$ cat src/rtl/fifo_wr_arbiter_pkg.sv
// Shared constants and the round-robin search helper for the FIFO write arbiter.
package fifo_arb_pkg;

    localparam int ARB_WIDTH    = 8;
    localparam int ARB_NREQ     = 4;
    localparam int ARB_IDW      = 2;
    localparam int ARB_BURST    = 4;
    localparam int ARB_MAX_NREQ = 8;

    typedef struct packed {
        logic       found;
        logic [2:0] idx;
    } pick_t;

    // First set bit of req searching ptr, ptr+1, ... modulo nreq.
    // The loop runs from the farthest distance down so the nearest hit wins last.
    function automatic pick_t rr_pick(input logic [ARB_MAX_NREQ-1:0] req,
                                      input logic [2:0]              ptr,
                                      input int                      nreq);
        pick_t r;
        int    ii;
        r = '0;
        for (int k = ARB_MAX_NREQ - 1; k >= 0; k--) begin
            if (k < nreq) begin
                ii = (int'(ptr) + k) % nreq;
                if (req[ii[2:0]]) begin
                    r.found = 1'b1;
                    r.idx   = ii[2:0];
                end
            end
        end
        return r;
    endfunction

endpackage

$ cat src/rtl/fifo_wr_arbiter_if.sv
// Requester and FIFO write-port bundle shared between producers and the arbiter.
interface fifo_wr_arbiter_if
    import fifo_arb_pkg::*;
#(
    parameter int WIDTH = ARB_WIDTH,
    parameter int NREQ  = ARB_NREQ,
    parameter int IDW   = ARB_IDW
);
    logic [NREQ-1:0]       req;
    logic [NREQ*WIDTH-1:0] data_in;
    logic [NREQ-1:0]       gnt;
    logic                  fifo_full;
    logic                  fifo_wen;
    logic [WIDTH-1:0]      fifo_din;
    logic [IDW-1:0]        fifo_tag;

    // Producers plus FIFO model side.
    modport master (
        output req, data_in, fifo_full,
        input  gnt, fifo_wen, fifo_din, fifo_tag
    );

    // Arbiter side.
    modport slave (
        input  req, data_in, fifo_full,
        output gnt, fifo_wen, fifo_din, fifo_tag
    );
endinterface

$ cat src/rtl/fifo_wr_arbiter_rr_pick.sv
// Combinational priority rotator: first requester at or after ptr, wrapping.
module rr_pick_logic
    import fifo_arb_pkg::*;
#(
    parameter int NREQ = ARB_NREQ,
    parameter int PW   = (NREQ > 1) ? $clog2(NREQ) : 1
) (
    input  logic [NREQ-1:0] req,
    input  logic [PW-1:0]   ptr,
    output logic [PW-1:0]   idx,
    output logic            found
);
    pick_t pk;

    assign pk    = rr_pick(ARB_MAX_NREQ'(req), 3'(ptr), NREQ);
    assign idx   = PW'(pk.idx);
    assign found = pk.found;
endmodule

$ cat src/rtl/fifo_wr_arbiter.sv
// Round-robin write arbiter with burst lock in front of a synchronous FIFO.
// Grant is combinational; data is written at the edge ending the grant cycle.
module fifo_wr_arbiter
    import fifo_arb_pkg::*;
#(
    parameter int WIDTH = ARB_WIDTH,
    parameter int NREQ  = ARB_NREQ,
    parameter int IDW   = ARB_IDW,
    parameter int BURST = ARB_BURST
) (
    input  logic               clk,
    input  logic               reset,
    fifo_wr_arbiter_if.slave   bus,
    output logic               busy,
    output logic [15:0]        grant_cnt
);
    localparam int PW = (NREQ > 1) ? $clog2(NREQ) : 1;
    localparam int BW = $clog2(BURST + 1);

    logic [PW-1:0]   ptr, owner, ptr_nxt;
    logic            owner_vld;
    logic [BW-1:0]   burst_cnt;

    logic [PW-1:0]   pick_idx, g_idx;
    logic            pick_found, any_gnt;
    logic [NREQ-1:0] owner_oh;
    logic            owner_req, others_req, keep_owner;

    rr_pick_logic #(.NREQ(NREQ), .PW(PW)) u_pick (
        .req   (bus.req),
        .ptr   (ptr),
        .idx   (pick_idx),
        .found (pick_found)
    );

    assign owner_oh   = NREQ'(1) << owner;
    assign owner_req  = |(bus.req & owner_oh);
    assign others_req = |(bus.req & ~owner_oh);
    // Owner keeps the port until its burst budget is spent, unless nobody else wants it.
    assign keep_owner = owner_vld && owner_req && ((burst_cnt < BW'(BURST)) || !others_req);
    assign ptr_nxt    = (g_idx == PW'(NREQ - 1)) ? '0 : g_idx + 1'b1;

    // Grant decision: reset and FIFO full block everything, owner first, then rotation.
    always_comb begin
        any_gnt = 1'b0;
        g_idx   = '0;
        if (!reset && !bus.fifo_full) begin
            if (keep_owner) begin
                any_gnt = 1'b1;
                g_idx   = owner;
            end else if (pick_found) begin
                any_gnt = 1'b1;
                g_idx   = pick_idx;
            end
        end
    end

    // Steer the granted requester's data and tag onto the FIFO write port.
    always_comb begin
        bus.gnt      = '0;
        bus.fifo_wen = any_gnt;
        bus.fifo_din = '0;
        bus.fifo_tag = '0;
        if (any_gnt) begin
            bus.gnt      = NREQ'(1) << g_idx;
            bus.fifo_tag = IDW'(g_idx);
        end
        for (int i = 0; i < NREQ; i++) begin
            if (bus.gnt[i]) bus.fifo_din = bus.fifo_din | bus.data_in[i*WIDTH +: WIDTH];
        end
    end

    // Owner/burst/pointer bookkeeping; a full FIFO freezes all of it.
    always_ff @(posedge clk) begin
        if (reset) begin
            ptr       <= '0;
            owner     <= '0;
            owner_vld <= 1'b0;
            burst_cnt <= '0;
            busy      <= 1'b0;
            grant_cnt <= '0;
        end else if (!bus.fifo_full) begin
            if (any_gnt) begin
                if (owner_vld && (g_idx == owner)) begin
                    if (burst_cnt != BW'(BURST)) burst_cnt <= burst_cnt + 1'b1;
                end else begin
                    owner     <= g_idx;
                    owner_vld <= 1'b1;
                    burst_cnt <= BW'(1);
                end
                ptr       <= ptr_nxt;
                busy      <= 1'b1;
                grant_cnt <= grant_cnt + 16'd1;
            end else begin
                owner_vld <= 1'b0;
                burst_cnt <= '0;
                busy      <= 1'b0;
            end
        end
    end
endmodule
$ cat src/flat_wrapper.sv
// flat-port wrapper written by rule: the top's interface ports become plain ports
module fifo_wr_arbiter_flat import fifo_arb_pkg::*;
#(
    parameter int WIDTH = ARB_WIDTH,
    parameter int NREQ  = ARB_NREQ,
    parameter int IDW   = ARB_IDW,
    parameter int BURST = ARB_BURST
)
  (clk, reset, busy, grant_cnt, bus_req, bus_data_in, bus_fifo_full, bus_gnt, bus_fifo_wen, bus_fifo_din, bus_fifo_tag);
  fifo_wr_arbiter_if #(.WIDTH(WIDTH), .NREQ(NREQ), .IDW(IDW)) bus_i ();
  input  logic clk;
  input  logic reset;
  output logic busy;
  output logic [15:0] grant_cnt;
  input wire logic [$bits(bus_i.req)-1:0] bus_req;
  input wire logic [$bits(bus_i.data_in)-1:0] bus_data_in;
  input wire logic [$bits(bus_i.fifo_full)-1:0] bus_fifo_full;
  output wire logic [$bits(bus_i.gnt)-1:0] bus_gnt;
  output wire logic [$bits(bus_i.fifo_wen)-1:0] bus_fifo_wen;
  output wire logic [$bits(bus_i.fifo_din)-1:0] bus_fifo_din;
  output wire logic [$bits(bus_i.fifo_tag)-1:0] bus_fifo_tag;
  assign bus_i.req = bus_req;
  assign bus_i.data_in = bus_data_in;
  assign bus_i.fifo_full = bus_fifo_full;
  assign bus_gnt = bus_i.gnt;
  assign bus_fifo_wen = bus_i.fifo_wen;
  assign bus_fifo_din = bus_i.fifo_din;
  assign bus_fifo_tag = bus_i.fifo_tag;
  fifo_wr_arbiter #(.WIDTH(WIDTH), .NREQ(NREQ), .IDW(IDW), .BURST(BURST)) u_core (.clk(clk), .reset(reset), .bus(bus_i), .busy(busy), .grant_cnt(grant_cnt));
endmodule
$ cat config.mk
export PLATFORM = sky130hd
export DESIGN_NAME = fifo_wr_arbiter_flat
export DESIGN_NICKNAME = d
export VERILOG_FILES = /design/src/rtl/fifo_wr_arbiter_pkg.sv /design/src/rtl/fifo_wr_arbiter_if.sv /design/src/rtl/fifo_wr_arbiter_rr_pick.sv /design/src/rtl/fifo_wr_arbiter.sv /design/src/flat_wrapper.sv
export SDC_FILE = /design/constraint.sdc
export NUM_CORES = 1
export LEC_CHECK = 0
export CAP_MARGIN = 20
export CORE_MARGIN = 4
export CORE_UTILIZATION = 30
export DETAILED_ROUTE_END_ITERATION = 10
export GPL_ROUTABILITY_DRIVEN = 1
export MAX_ROUTING_LAYER = met4
export SKIP_CTS_REPAIR_TIMING = 1
export SLEW_MARGIN = 15
export SYNTH_ARGS = -nofsm -noshare
export SYNTH_HDL_FRONTEND = slang
export SYNTH_SLANG_ARGS = --single-unit
$ cat constraint.sdc
create_clock -name clk -period 7.8 [get_ports clk]
set_input_delay 1.56 -clock clk [delete_from_list [all_inputs] [get_ports clk]]
set_output_delay 1.56 -clock clk [all_outputs]
set_load 0.01 [all_outputs]
==> results.env, run 1 <==
FF_LATCH_AREA_SQ_UM=500.5
SYN_AVG_CELL_AREA_SQ_UM=8.065
FP.DIEW_UM=82.06
TIMING.CRITICAL_PATH.CELLS='clkdlybuf4s50_1 -> or3_1 -> o31ai_1 -> o31ai_1 -> or2_4 -> mux2i_1 -> nor3_1 -> ha_1 -> a22oi_1 -> a21oi_1 -> clkdlybuf4s50_1'
GRT_SETUP_UNREPAIRED='false'
CORE.ROWCOUNT=26
VIAS_PER_CELL=5.050
CTS-HTREE-LEVELS=1
SETUP.REG_TO_REG.WORST_SLACK_PS=4900
BOUNDARYPINS=71
SEQPWRFRAC_PCT=47.6
SYNTH_AREA_SQ_MM=0.001645
DR.FIRST_ITER.DRC_COUNT=73
SYNTHCELLS=204
CRIT_PATH_START_KIND='input port'
ROUTED_WL_UM=4909
DOMINANTREGCELLSYNTH='sky130_fd_sc_hd__dfxtp_1'
FIN_CRIT_PS=6496
POWER.IR.VDD_WORST_V=0.00007448
POWER.NET_SWITCHING_uW=75.55
GLOBAL_ROUTE.OVERFLOW_TOTAL=0
KIND_OF_CAPTURE_POINT_OF_THE_WORST_SETUP_PATH='output port'
POST-PLACE-CELLS=334
CTS_BUFFERS=3
CPLARGESTDELAYFAMILY='buffers and inverters'
SYNTHESIZED_NETS=250
YS_FF_LATCH=25
NUM-NETS-FINAL=315
PORT_BUFFERS=70
DESIGN.CORE.AREA_SQ_MM=0.005205
CRIT_PATH_MAX_INCR_DELAY_PS=570
CLK_PIN_SLEW_PS=80
INITIAL_CORE_UTIL_PCT=31.61
GRT_ANTENNA_BEFORE_REPAIR=0
PATH_CLASS='in2out'
FP.DIEAREA_SQ_MM=0.006733
GRT_UTIL_ALL_LAYERS_PCT=15.67
CTS_MAX_PATH_BUFFERS=2
NUMBER_OF_FLOPS_MAPPED_TO_ENABLE_CELLS_BY_YOSYS=0
FINALPOWER_uW=284.5
YOSYSWARNINGCOUNT=0
LARGEST_FANOUT_OF_ANY_NET_ON_THE_CRITICAL_PATH=9
SYNTH_COMMONEST_CELLS='25 x sky130_fd_sc_hd__dfxtp_1, 18 x sky130_fd_sc_hd__a21oi_1, 18 x sky130_fd_sc_hd__nor2_1'
GRT_PASS1_WL_UM=8114
DETAILROUTE.VIA_COUNT=1707
FIN_CELLS=338
CLK_LATENCY_PS=260
SYNTHTOPCELLSBYAREA='sky130_fd_sc_hd__dfxtp_1 30%, sky130_fd_sc_hd__a22oi_1 7.3%, sky130_fd_sc_hd__a21oi_1 5.5%'
MAX-SLEW-MARGIN-REL_PCT=55.89
POWER_FRAC_CLOCK_PCT=26.4
DRV.MAX_CAP_VIOLATION_COUNT=0
ROUTE.ANTENNA.REMAINING_NETS=0
FINAL_HOLD_VIOL_COUNT=0
OUTCOME='finished, final reports clean'
NET_SWITCHING_SHARE_OF_THE_TOTAL_POWER_PCT=26.55
MULTI_INPUT_COMB_AREA_SQ_MM=0.001044
POWER.SHARE.COMBINATIONAL_PCT=26.0
PWR_CELL_AREA_mW_PER_MM2=116.7
ASYNC_FLOP_SHARE_PCT=0
CRITICAL_PATH_BUF_INV_COUNT=2
WORST_HOLD_SLACK_PS=460.2
TOPROUTINGLAYERUSED='met4'
DIE_EXTENT_IN_Y_UM=82.06
HPWL_UM=3831
CELL_INTERNAL_PWR_uW=209.0
FINAL_MAX_SLEW_VIOL_COUNT=0
MIN_PERIOD_OVER_PERIOD_PCT=83.28
POST_DRT_WL_PER_CELL_UM=14.52
FINAL_LAYOUT_SIZE_SUFFIX_GT1_SHARE_PCT=4.851
SYNTH_MOST_COMMON_CELL='sky130_fd_sc_hd__dfxtp_1'
DETAILROUTE.WIRELENGTH.MET3_UM=135
SETUP_WS_PS=1304
REQUIRED_PS=6240
CTSROOTBUFFERMASTER='sky130_fd_sc_hd__clkbuf_8'
SYNTH_TOP_AREA_SHARE_PCT=30.42
MET2WIRELENGTH_UM=2440
N_FILL_CELL=551
TRITONCTS_CLOCK_TREE='done'
DRT_PASS1_ITERATIONS=4
ROUTE.DETAILED.DRC=0
LEAKAGE_nW=0.9065
NUMBER_OF_GLOBAL_ROUTE_VIAS_BEFORE_REPAIR=1610
FINALWEIGHTEDCONGESTION=0.8524
DETAIL_ROUTE.WIRELENGTH.MET1_UM=2272
POST_PLACEMENT_WORST_SETUP_SLACK_PS=1284
FINAL.SETUP_SKEW_PS=2.516
GRT_START_MAX_NET_PINS=24
FINALSETUPTNS_PS=0
WORST-SLEW-PIN-TRANSITION_PS=655.6
SYNTH_AREA_LEADER_CELL='sky130_fd_sc_hd__dfxtp_1'
SETUP_VIOL=0
TRITONCTS_NUM_SINKS=25
CELL_WITH_THE_BIGGEST_INDIVIDUAL_DELAY_ON_THE_CRITICAL_PATH='sky130_fd_sc_hd__clkdlybuf4s50_1'
MAXCLOCKFREQUENCY_GHz=0.1540
YS_SEQ_AREA_SHARE_PCT=30.42
FLOW.AREA_GROWTH_FROM_SYNTHESIS_PCT=48.14
SYNTHDISTINCTLIBCELLS=41
NUM_ANTENNA_CELLS=0
HOLD_PATH.CLASS='reg2reg'
CRIT_ARRIVAL_PS=4940
[worst reg2reg max path: stages, from the launching register on]
cell	delay, ps
sky130_fd_sc_hd__dfxtp_1	540
sky130_fd_sc_hd__mux2_4	340
sky130_fd_sc_hd__nor4b_2	210
sky130_fd_sc_hd__o31ai_1	150
sky130_fd_sc_hd__or2_4	260
sky130_fd_sc_hd__mux2i_1	130
sky130_fd_sc_hd__nor3_1	390
sky130_fd_sc_hd__ha_1	440
sky130_fd_sc_hd__and3_1	260
sky130_fd_sc_hd__a2111oi_2	60
[power groups by stage]
stage / sequential, mW / clock [mW] / combinational, mW
2_1_floorplan: 0.137 / 0 / 0.0375
3_3_place_gp: 0.138 / 0 / 0.0738
3_5_place_dp: 0.139 / 0 / 0.0740
4_1_cts: 0.136 / 0.0799 / 0.0744
5_1_grt: 0.136 / 0.0869 / 0.0810
6_report: 0.136 / 0.0750 / 0.0740
[area by class of cell]
| type | instances | share of cell area (%) |
|---|---|---|
| timing repair buffer | 72 | 29.36 |
| multi-input combinational | 155 | 42.81 |
| tap | 70 | 3.593 |
| inverter | 12 | 1.848 |
| clock buffer | 4 | 1.848 |
| sequential | 25 | 20.53 |
[metrics by stage]
step | utilization, % | instance area, sq um
2_1_floorplan | - | 1645
4_1_cts | 46.83 | 2437
6_report | 46.83 | 2437
3_5_place_dp | 45.96 | 2392
3_3_place_gp | 45.96 | 2392
5_1_grt | 46.83 | 2437
[per-layer routing]
layer,GRT usage [%],vias to the layer above
li1,-,867
met1,20.16,803
met2,26.09,33
met3,1.974,4
met4,3.654,0
met5,-,-
[kinds of logic after synthesis]
group | count (synthesis) | share of synthesized area (%)
simple gates | 69 | 21.44
fa+ha+maj | 7 | 5.323
buf+inv | 24 | 6.159
flops | 25 | 30.42
xor+xnor | 15 | 7.984
mux | 6 | 4.715
compound gates | 58 | 23.96
[final timing paths]
| check | startpoint | end | cells past startpoint |
|---|---|---|---|
| worst max-delay path | bus_req[3] | bus_fifo_din[4] | 11 |
| worst max register to register | u_core.owner[0]$_SDFFE_PP0P_ | u_core.ptr[0]$_SDFFE_PP0P_ | 9 |
| worst min-delay path | u_core.busy$_SDFFE_PP0N_ | u_core.busy$_SDFFE_PP0N_ | 2 |
| worst min register to register | u_core.busy$_SDFFE_PP0N_ | u_core.busy$_SDFFE_PP0N_ | 2 |
[flip-flops by register name, indices dropped and copies added, names as in the netlist]
register          count
u_core.grant_cnt     16
u_core.burst_cnt      3
u_core.owner          2
u_core.ptr            2
u_core.busy           1
u_core.owner_vld      1
[cell usage in the layout, fill, tap and decap left out, drive strengths merged, types with 2 or more instances in the layout]
master / count
buf: 2
clkdlybuf4s50: 70
a31oi: 2
nand3: 7
nor4: 3
xor2: 10
and3: 6
o21ai: 6
nand2b: 4
inv: 12
a21oi: 18
nand4: 4
o31ai: 4
a31o: 2
a21o: 2
clkbuf: 4
xnor2: 5
dfxtp: 25
nor2: 18
mux2i: 4
ha: 7
nand2: 12
nor2b: 2
nor3: 7
or3: 2
a22oi: 16
No activity file was read; power rests on OpenSTA's default activity.
==> run 2, diff against run 1 <==
==> constraint.sdc (replaced) <==
create_clock -name clk -period 5.61 [get_ports clk]
set_input_delay 1.122 -clock clk [delete_from_list [all_inputs] [get_ports clk]]
set_output_delay 1.122 -clock clk [all_outputs]
set_load 0.01 [all_outputs]
==> results.env, run 2 (synthesized netlist as in run 1, its figures left out) <==
FINAL_LAYOUT_SIZE_SUFFIX_GT1_SHARE_PCT=7.326  # was 4.851%
CRIT_PATH_MAX_INCR_DELAY_PS=560  # was 570 ps
POST-PLACE-CELLS=339  # was 334
DRV.MAX_CAP_VIOLATION_COUNT=0  # unchanged
DRT_PASS1_ITERATIONS=4  # unchanged
CRIT_PATH_START_KIND='input port'  # unchanged
LARGEST_REGISTER_FF_COUNT=16  # unchanged
NUM_ANTENNA_CELLS=0  # unchanged
NUMBER_OF_GLOBAL_ROUTE_VIAS_BEFORE_REPAIR=1530  # was 1,610
FIN_CRIT_PS=5433
SETUP_VIOL=0  # unchanged
GRT_PASS1_WL_UM=7783  # was 8114 um
MIN_DELAY_WORST_ENDPOINT='u_core.busy$_SDFFE_PP0N_'  # unchanged
VIAS_PER_CELL=4.913  # was 5.050
REGTOREGSTARTPOINT='u_core.owner[0]$_SDFFE_PP0P_'  # unchanged
CLK_PIN_SLEW_PS=80  # about the same
OUTCOME='finished, final reports clean'  # unchanged
BIGGESTREGSBYFLOPS='u_core.grant_cnt (16), u_core.burst_cnt (3)'  # unchanged
CLK_LATENCY_PS=270  # was 260 ps
TRITONCTS_NUM_SINKS=25  # unchanged
MAXCLOCKFREQUENCY_GHz=0.1841
LARGEST_REGISTER_BY_FLOP_COUNT='u_core.grant_cnt'  # unchanged
POWER.IR.VDD_WORST_V=0.0001299  # was 0.00007448 V
TIMING.CRITICAL_PATH.CELLS='clkdlybuf4s50_1 -> or3_1 -> o31ai_1 -> o31ai_1 -> or2_4 -> mux2i_1 -> nor3_2 -> ha_1 -> a22oi_1 -> a21oi_1 -> clkdlybuf4s50_1'  # was clkdlybuf4s50_1 -> or3_1 -> o31ai_1 -> o31ai_1 -> or2_4 -> mux2i_1 -> nor3_1 -> ha_1 -> a22oi_1 -> a21oi_1 -> clkdlybuf4s50_1
FP.DIEAREA_SQ_MM=0.006733  # unchanged
HOLD_PATH.CLASS='reg2reg'  # unchanged
CTSROOTBUFFERMASTER='sky130_fd_sc_hd__clkbuf_8'  # unchanged
FLOW.AREA_GROWTH_FROM_SYNTHESIS_PCT=50.87  # was 48.14%
GRT_ANTENNA_BEFORE_REPAIR=0  # unchanged
TRITONCTS_CLOCK_TREE='done'  # unchanged
GRT_START_MAX_NET_PINS=21  # was 24
LARGEST_FANOUT_OF_ANY_NET_ON_THE_CRITICAL_PATH=9  # unchanged
INITIAL_CORE_UTIL_PCT=31.61  # unchanged
SETUP.REG_TO_REG.WORST_SLACK_PS=2810  # was 4900 ps
CTS-HTREE-LEVELS=1  # unchanged
COMMONEST_CELLS_AFTER_ROUTING_FILL_AND_TAPS_ASIDE='70 x sky130_fd_sc_hd__clkdlybuf4s50_1, 25 x sky130_fd_sc_hd__dfxtp_1, 18 x sky130_fd_sc_hd__nor2_1, 18 x sky130_fd_sc_hd__a21oi_1, 16 x sky130_fd_sc_hd__a22oi_1'  # unchanged
FINALSETUPTNS_PS=0  # unchanged
LAYOUT_COMMONEST_CELL='sky130_fd_sc_hd__clkdlybuf4s50_1'  # unchanged
WORSTHOLDSTART='u_core.busy$_SDFFE_PP0N_'  # unchanged
ROUTE.DETAILED.DRC=0  # unchanged
REG2REG_DEPTH=10  # was 9
MIN_PERIOD_OVER_PERIOD_PCT=96.85
GRT_SETUP_UNREPAIRED='false'  # unchanged
DIE_EXTENT_IN_Y_UM=82.06  # unchanged
REQUIRED_PS=4490  # was 6240 ps
WHS_PATH_DEPTH=2  # unchanged
BOUNDARYPINS=71  # unchanged
PWR_CELL_AREA_mW_PER_MM2=160.8  # was 116.7 mW/mm^2
DETAILROUTE.VIA_COUNT=1685  # was 1,707
NUM-NETS-FINAL=320  # was 315
CORE.ROWCOUNT=26  # unchanged
GRT_UTIL_ALL_LAYERS_PCT=15.25  # was 15.67%
FINAL_HOLD_VIOL_COUNT=0  # unchanged
TIMING.RR.END='u_core.ptr[0]$_SDFFE_PP0P_'  # unchanged
FINAL.SETUP_SKEW_PS=3.304  # was 2.516 ps
WORST-SLEW-PIN-TRANSITION_PS=657.7  # was 655.6 ps
DR.FIRST_ITER.DRC_COUNT=109  # was 73
ROUTE.ANTENNA.REMAINING_NETS=0  # unchanged
LEAKAGE_nW=0.9315  # was 0.9065 nW
PATH_CLASS='in2out'  # unchanged
KIND_OF_CAPTURE_POINT_OF_THE_WORST_SETUP_PATH='output port'  # unchanged
CELL_WITH_THE_BIGGEST_INDIVIDUAL_DELAY_ON_THE_CRITICAL_PATH='sky130_fd_sc_hd__clkdlybuf4s50_1'  # unchanged
ROUTED_WL_UM=4970  # was 4909 um
FIN_CELLS=343  # was 338
MAX-SLEW-MARGIN-REL_PCT=55.75  # was 55.89%
FINAL_MAX_SLEW_VIOL_COUNT=0  # unchanged
CTS_MAX_PATH_BUFFERS=2  # unchanged
HPWL_UM=3918  # was 3831 um
GLOBAL_ROUTE.OVERFLOW_TOTAL=0  # unchanged
FP.DIEW_UM=82.06  # unchanged
PORT_BUFFERS=70  # unchanged
CTS_BUFFERS=3  # unchanged
FINALWEIGHTEDCONGESTION=0.8371  # was 0.8524
CRIT_ARRIVAL_PS=4310  # was 4940 ps
DESIGN.CORE.AREA_SQ_MM=0.005205  # unchanged
POST_DRT_WL_PER_CELL_UM=14.49  # was 14.52 um
## run 2: changes by cell type in the layout (fill, tap and decap cells not counted)
cell	delta
sky130_fd_sc_hd__nor3_2	+1
sky130_fd_sc_hd__buf_4	+5
sky130_fd_sc_hd__ha_2	+1
sky130_fd_sc_hd__ha_1	-1
sky130_fd_sc_hd__nor3_1	-1
## run 2: stage by stage
stage | cell area [sq um] | hold WS [ps] | utilization [%] | power, mW | worst slack (ps)
floorplan | 1645 | 469.6 | - | 0.2425 | 1178
detailed placement | 2430 | 438.6 | 46.68 | 0.2981 | 39.87
finish | 2482 | 454.3 | 47.69 | 0.3991 | 176.9
global placement | 2430 | 440.7 | 46.68 | 0.2981 | 102.1
global route | 2482 | 474.9 | 47.69 | 0.4208 | 7.908
CTS | 2475 | 457.8 | 47.55 | 0.4052 | 21.93
## run 2: cell type report
type	count	area [sq um]
clock buffer	4	45.04
fill	523	2723
inverter	12	45.04
multi-input combinational	155	1051
sequential	25	500.5
tap	70	87.58
timing repair buffer	77	753.2
## run 2: per-layer routing
metal / vias up / wire length, um / GRT usage [%] / part of all wire, %
met5: - / 0 / - / 0
met4: 0 / 34 / 2.990 / 0.68
met3: 2 / 115 / 1.974 / 2.3
met2: 20 / 2558 / 26.58 / 51
met1: 784 / 2262 / 18.87 / 46
li1: 879 / - / - / -
## run 2: worst max-delay path: cells and delay by family
kind                     cells  cell delay (ps)
AO/OA/AOI/OAI                4              660
multiplexers                 1              150
AND/OR/NAND/NOR              3              930
adder cells (fa/ha/maj)      1              430
buffers and inverters        2             1030
## run 2: power breakdown
group	internal (mW)	switching (mW)
Combinational	0.0601	0.0459
Clock	0.0507	0.0539
Sequential	0.182	0.00629
## run 2: how the worst max path moves through the flow
stage | depth (start not counted) | start | to | slack, ps
finish | 11 | bus_req[3] | bus_fifo_din[4] | 180
global route | 11 | bus_req[3] | bus_fifo_din[0] | 8
CTS | 11 | bus_req[3] | bus_fifo_din[4] | 20
detailed placement | 11 | bus_req[3] | bus_fifo_din[4] | 40
global placement | 11 | bus_req[3] | bus_fifo_din[3] | 100
floorplan | 10 | bus_req[3] | bus_fifo_din[4] | 1180
==> run 3, diff against run 2 <==
--- a/config.mk
+++ b/config.mk
@@ -5,12 +5,13 @@
 export SDC_FILE = /design/constraint.sdc
 export NUM_CORES = 1
 export LEC_CHECK = 0
-export CAP_MARGIN = 20
 export CORE_MARGIN = 4
-export CORE_UTILIZATION = 30
+export CORE_UTILIZATION = 38
 export DETAILED_ROUTE_END_ITERATION = 10
 export GPL_ROUTABILITY_DRIVEN = 1
+export GPL_TIMING_DRIVEN = 0
 export MAX_ROUTING_LAYER = met4
+export PLACE_DENSITY = 0.76
 export SKIP_CTS_REPAIR_TIMING = 1
 export SLEW_MARGIN = 15
 export SYNTH_ARGS = -nofsm -noshare
==> results.env, run 3 (synthesized netlist as in run 1, its figures left out) <==
GRT_ANTENNA_BEFORE_REPAIR=0  # unchanged
LAYOUT_COMMONEST_CELL='sky130_fd_sc_hd__clkdlybuf4s50_1'  # unchanged
FINAL_LAYOUT_SIZE_SUFFIX_GT1_SHARE_PCT=7.664  # was 7.326%
LEAKAGE_nW=0.9471  # was 0.9315 nW
BOUNDARYPINS=71  # unchanged
CRIT_ARRIVAL_PS=4060  # was 4310 ps
CELL_INTERNAL_PWR_uW=292.1  # was 293.0 uW
TRITONCTS_NUM_SINKS=25  # unchanged
FINAL_MAX_SLEW_VIOL_COUNT=0  # unchanged
SETUP_VIOL=0  # unchanged
DESIGN.CORE.AREA_SQ_MM=0.004086  # was 0.005205 sq mm
HPWL_UM=3668  # was 3918 um
POWER.IR.VDD_WORST_V=0.0001078  # was 0.0001299 V
GRT_START_MAX_NET_PINS=14  # was 21
CRIT_PATH_START_KIND='input port'  # unchanged
FP.DIEAREA_SQ_MM=0.005446  # was 0.006733 sq mm
FINALWEIGHTEDCONGESTION=0.8083  # was 0.8371
CRITICAL-PATH-TOP-CELL-BY-COUNT='sky130_fd_sc_hd__o31ai_1'
MAXCLOCKFREQUENCY_GHz=0.1930  # was 0.1841 GHz
VIAS_PER_CELL=5.410  # was 4.913
MAX-SLEW-MARGIN-REL_PCT=60.08  # was 55.75%
ROUTE.ANTENNA.REMAINING_NETS=0  # unchanged
INITIAL_CORE_UTIL_PCT=40.26  # was 31.61%
FINAL.SETUP_SKEW_PS=4.603  # was 3.304 ps
GRT_PASS1_WL_UM=7983  # was 7783 um
POST-PLACE-CELLS=323  # was 339
WORST-SLEW-PIN-TRANSITION_PS=593.3  # was 657.7 ps
POST_DRT_WL_PER_CELL_UM=14.63  # was 14.49 um
DR.FIRST_ITER.DRC_COUNT=133  # was 109
FIN_CELLS=324  # was 343
COMMONEST_CELLS_AFTER_ROUTING_FILL_AND_TAPS_ASIDE='66 x sky130_fd_sc_hd__clkdlybuf4s50_1, 25 x sky130_fd_sc_hd__dfxtp_1, 18 x sky130_fd_sc_hd__nor2_1, 18 x sky130_fd_sc_hd__a21oi_1, 16 x sky130_fd_sc_hd__a22oi_1'  # was 70 x sky130_fd_sc_hd__clkdlybuf4s50_1, 25 x sky130_fd_sc_hd__dfxtp_1, 18 x sky130_fd_sc_hd__nor2_1, 18 x sky130_fd_sc_hd__a21oi_1, 16 x sky130_fd_sc_hd__a22oi_1
CTSROOTBUFFERMASTER='sky130_fd_sc_hd__clkbuf_8'  # unchanged
CTS-HTREE-LEVELS=1  # unchanged
HOLD_PATH.CLASS='reg2reg'  # unchanged
ROUTED_WL_UM=4739  # was 4970 um
GRT_SETUP_UNREPAIRED='false'  # unchanged
BIGGESTREGSBYFLOPS='u_core.grant_cnt (16), u_core.burst_cnt (3)'  # unchanged
PATH_CLASS='in2out'  # unchanged
POWER.SHARE.COMBINATIONAL_PCT=26.9  # was 26.6%
NET_SWITCHING_SHARE_OF_THE_TOTAL_POWER_PCT=26.60  # was 26.59%
POWER.NET_SWITCHING_uW=105.8  # was 106.1 uW
DRV.MAX_CAP_VIOLATION_COUNT=0  # unchanged
TIMING.CRITICAL_PATH.CELLS='dlymetal6s2s_1 -> or3_1 -> o31ai_1 -> o31ai_1 -> or2_4 -> mux2i_1 -> nor3_2 -> inv_1 -> ha_2 -> a22oi_1 -> a21oi_1 -> clkdlybuf4s50_1'  # was clkdlybuf4s50_1 -> or3_1 -> o31ai_1 -> o31ai_1 -> or2_4 -> mux2i_1 -> nor3_2 -> ha_1 -> a22oi_1 -> a21oi_1 -> clkdlybuf4s50_1
KIND_OF_CAPTURE_POINT_OF_THE_WORST_SETUP_PATH='output port'  # unchanged
NUMBER_OF_GLOBAL_ROUTE_VIAS_BEFORE_REPAIR=1700  # was 1,530
SEQPWRFRAC_PCT=46.9  # was 47.2%
CTS_BUFFERS=3  # unchanged
MIN_PERIOD_OVER_PERIOD_PCT=92.35  # was 96.85%
OUTCOME='finished, final reports clean'  # unchanged
DRT_PASS1_ITERATIONS=4  # unchanged
CORE.ROWCOUNT=23  # was 26
CLK_LATENCY_PS=260  # was 270 ps
LARGEST_REGISTER_FF_COUNT=16  # unchanged
GLOBAL_ROUTE.OVERFLOW_TOTAL=0  # unchanged
FP.DIEW_UM=73.80  # was 82.06 um
REQUIRED_PS=4490  # about the same
PWR_CELL_AREA_mW_PER_MM2=161.2  # was 160.8 mW/mm^2
NUM-NETS-FINAL=321  # was 320
DETAILROUTE.VIA_COUNT=1753  # was 1,685
FINAL_HOLD_VIOL_COUNT=0  # unchanged
TRITONCTS_CLOCK_TREE='done'  # unchanged
DIE_EXTENT_IN_Y_UM=73.80  # was 82.06 um
CTS_MAX_PATH_BUFFERS=2  # unchanged
GRT_UTIL_ALL_LAYERS_PCT=18.68  # was 15.25%
POWER_FRAC_CLOCK_PCT=26.2  # about the same
SETUP.REG_TO_REG.WORST_SLACK_PS=2850  # was 2810 ps
PORT_BUFFERS=69  # was 70
LARGEST_FANOUT_OF_ANY_NET_ON_THE_CRITICAL_PATH=9  # unchanged
NUM_ANTENNA_CELLS=0  # unchanged
WORST_HOLD_SLACK_PS=455.5  # was 454.3 ps
LARGEST_REGISTER_BY_FLOP_COUNT='u_core.grant_cnt'  # unchanged
CRIT_PATH_MAX_INCR_DELAY_PS=510  # was 560 ps
FIN_CRIT_PS=5181  # was 5433 ps
ROUTE.DETAILED.DRC=0  # unchanged
CLK_PIN_SLEW_PS=90  # was 80 ps
FLOW.AREA_GROWTH_FROM_SYNTHESIS_PCT=50.04  # was 50.87%
CELL_WITH_THE_BIGGEST_INDIVIDUAL_DELAY_ON_THE_CRITICAL_PATH='sky130_fd_sc_hd__clkdlybuf4s50_1'  # unchanged
[run 3: critical path: cells and delay by family]
kind | cells | cell delay [ps]
mux | 1 | 140
buf+inv | 3 | 850
simple gates | 3 | 970
fa+ha+maj | 1 | 280
compound gates | 4 | 670
[run 3: area by class of cell]
cell class                 instances  area (sq um)
multi-input combinational        155          1069
clock buffer                       4         45.04
timing repair buffer              70         705.7
inverter                          12         45.04
fill                             389          1618
sequential                        25         500.5
tap                               50         62.56
buffer                             8         41.29
[run 3: worst paths after layout]
| kind | start | endpoint | depth (start not counted) |
|---|---|---|---|
| worst max register to register | u_core.owner[1]$_SDFFE_PP0P_ | u_core.ptr[0]$_SDFFE_PP0P_ | 11 |
| worst min-delay path | u_core.busy$_SDFFE_PP0N_ | u_core.busy$_SDFFE_PP0N_ | 2 |
| worst min register to register | u_core.busy$_SDFFE_PP0N_ | u_core.busy$_SDFFE_PP0N_ | 2 |
| worst max-delay path | bus_req[3] | bus_fifo_din[0] | 12 |
[run 3: power groups by stage]
stage          Combinational (mW)  Sequential, mW  Clock (mW)
2_1_floorplan              0.0522           0.190           0
3_3_place_gp                0.103           0.190           0
3_5_place_dp                0.105           0.191           0
4_1_cts                     0.106           0.186       0.108
5_1_grt                     0.117           0.187       0.116
6_report                    0.107           0.186       0.104
[run 3: per-layer routing]
metal	GRT usage [%]	vias up	wire, um
met3	2.736	6	211
li1	-	884	-
met5	-	-	0
met4	4.829	0	38
met2	30.12	48	2275
met1	24.40	815	2214
[run 3: metrics by stage]
step / worst slack, ps / setup TNS (ps) / instance area (sq um) / power [mW] / utilization (%)
3_3_place_gp: -169.4 / -1337 / 2399 / 0.2935 / 58.70
2_1_floorplan: 1178 / 0 / 1645 / 0.2425 / -
5_1_grt: 231.6 / 0 / 2469 / 0.4198 / 60.41
3_5_place_dp: -234.9 / -1673 / 2399 / 0.2957 / 58.70
6_report: 429.3 / 0 / 2469 / 0.3979 / 60.41
4_1_cts: -223.2 / -1650 / 2444 / 0.4000 / 59.80
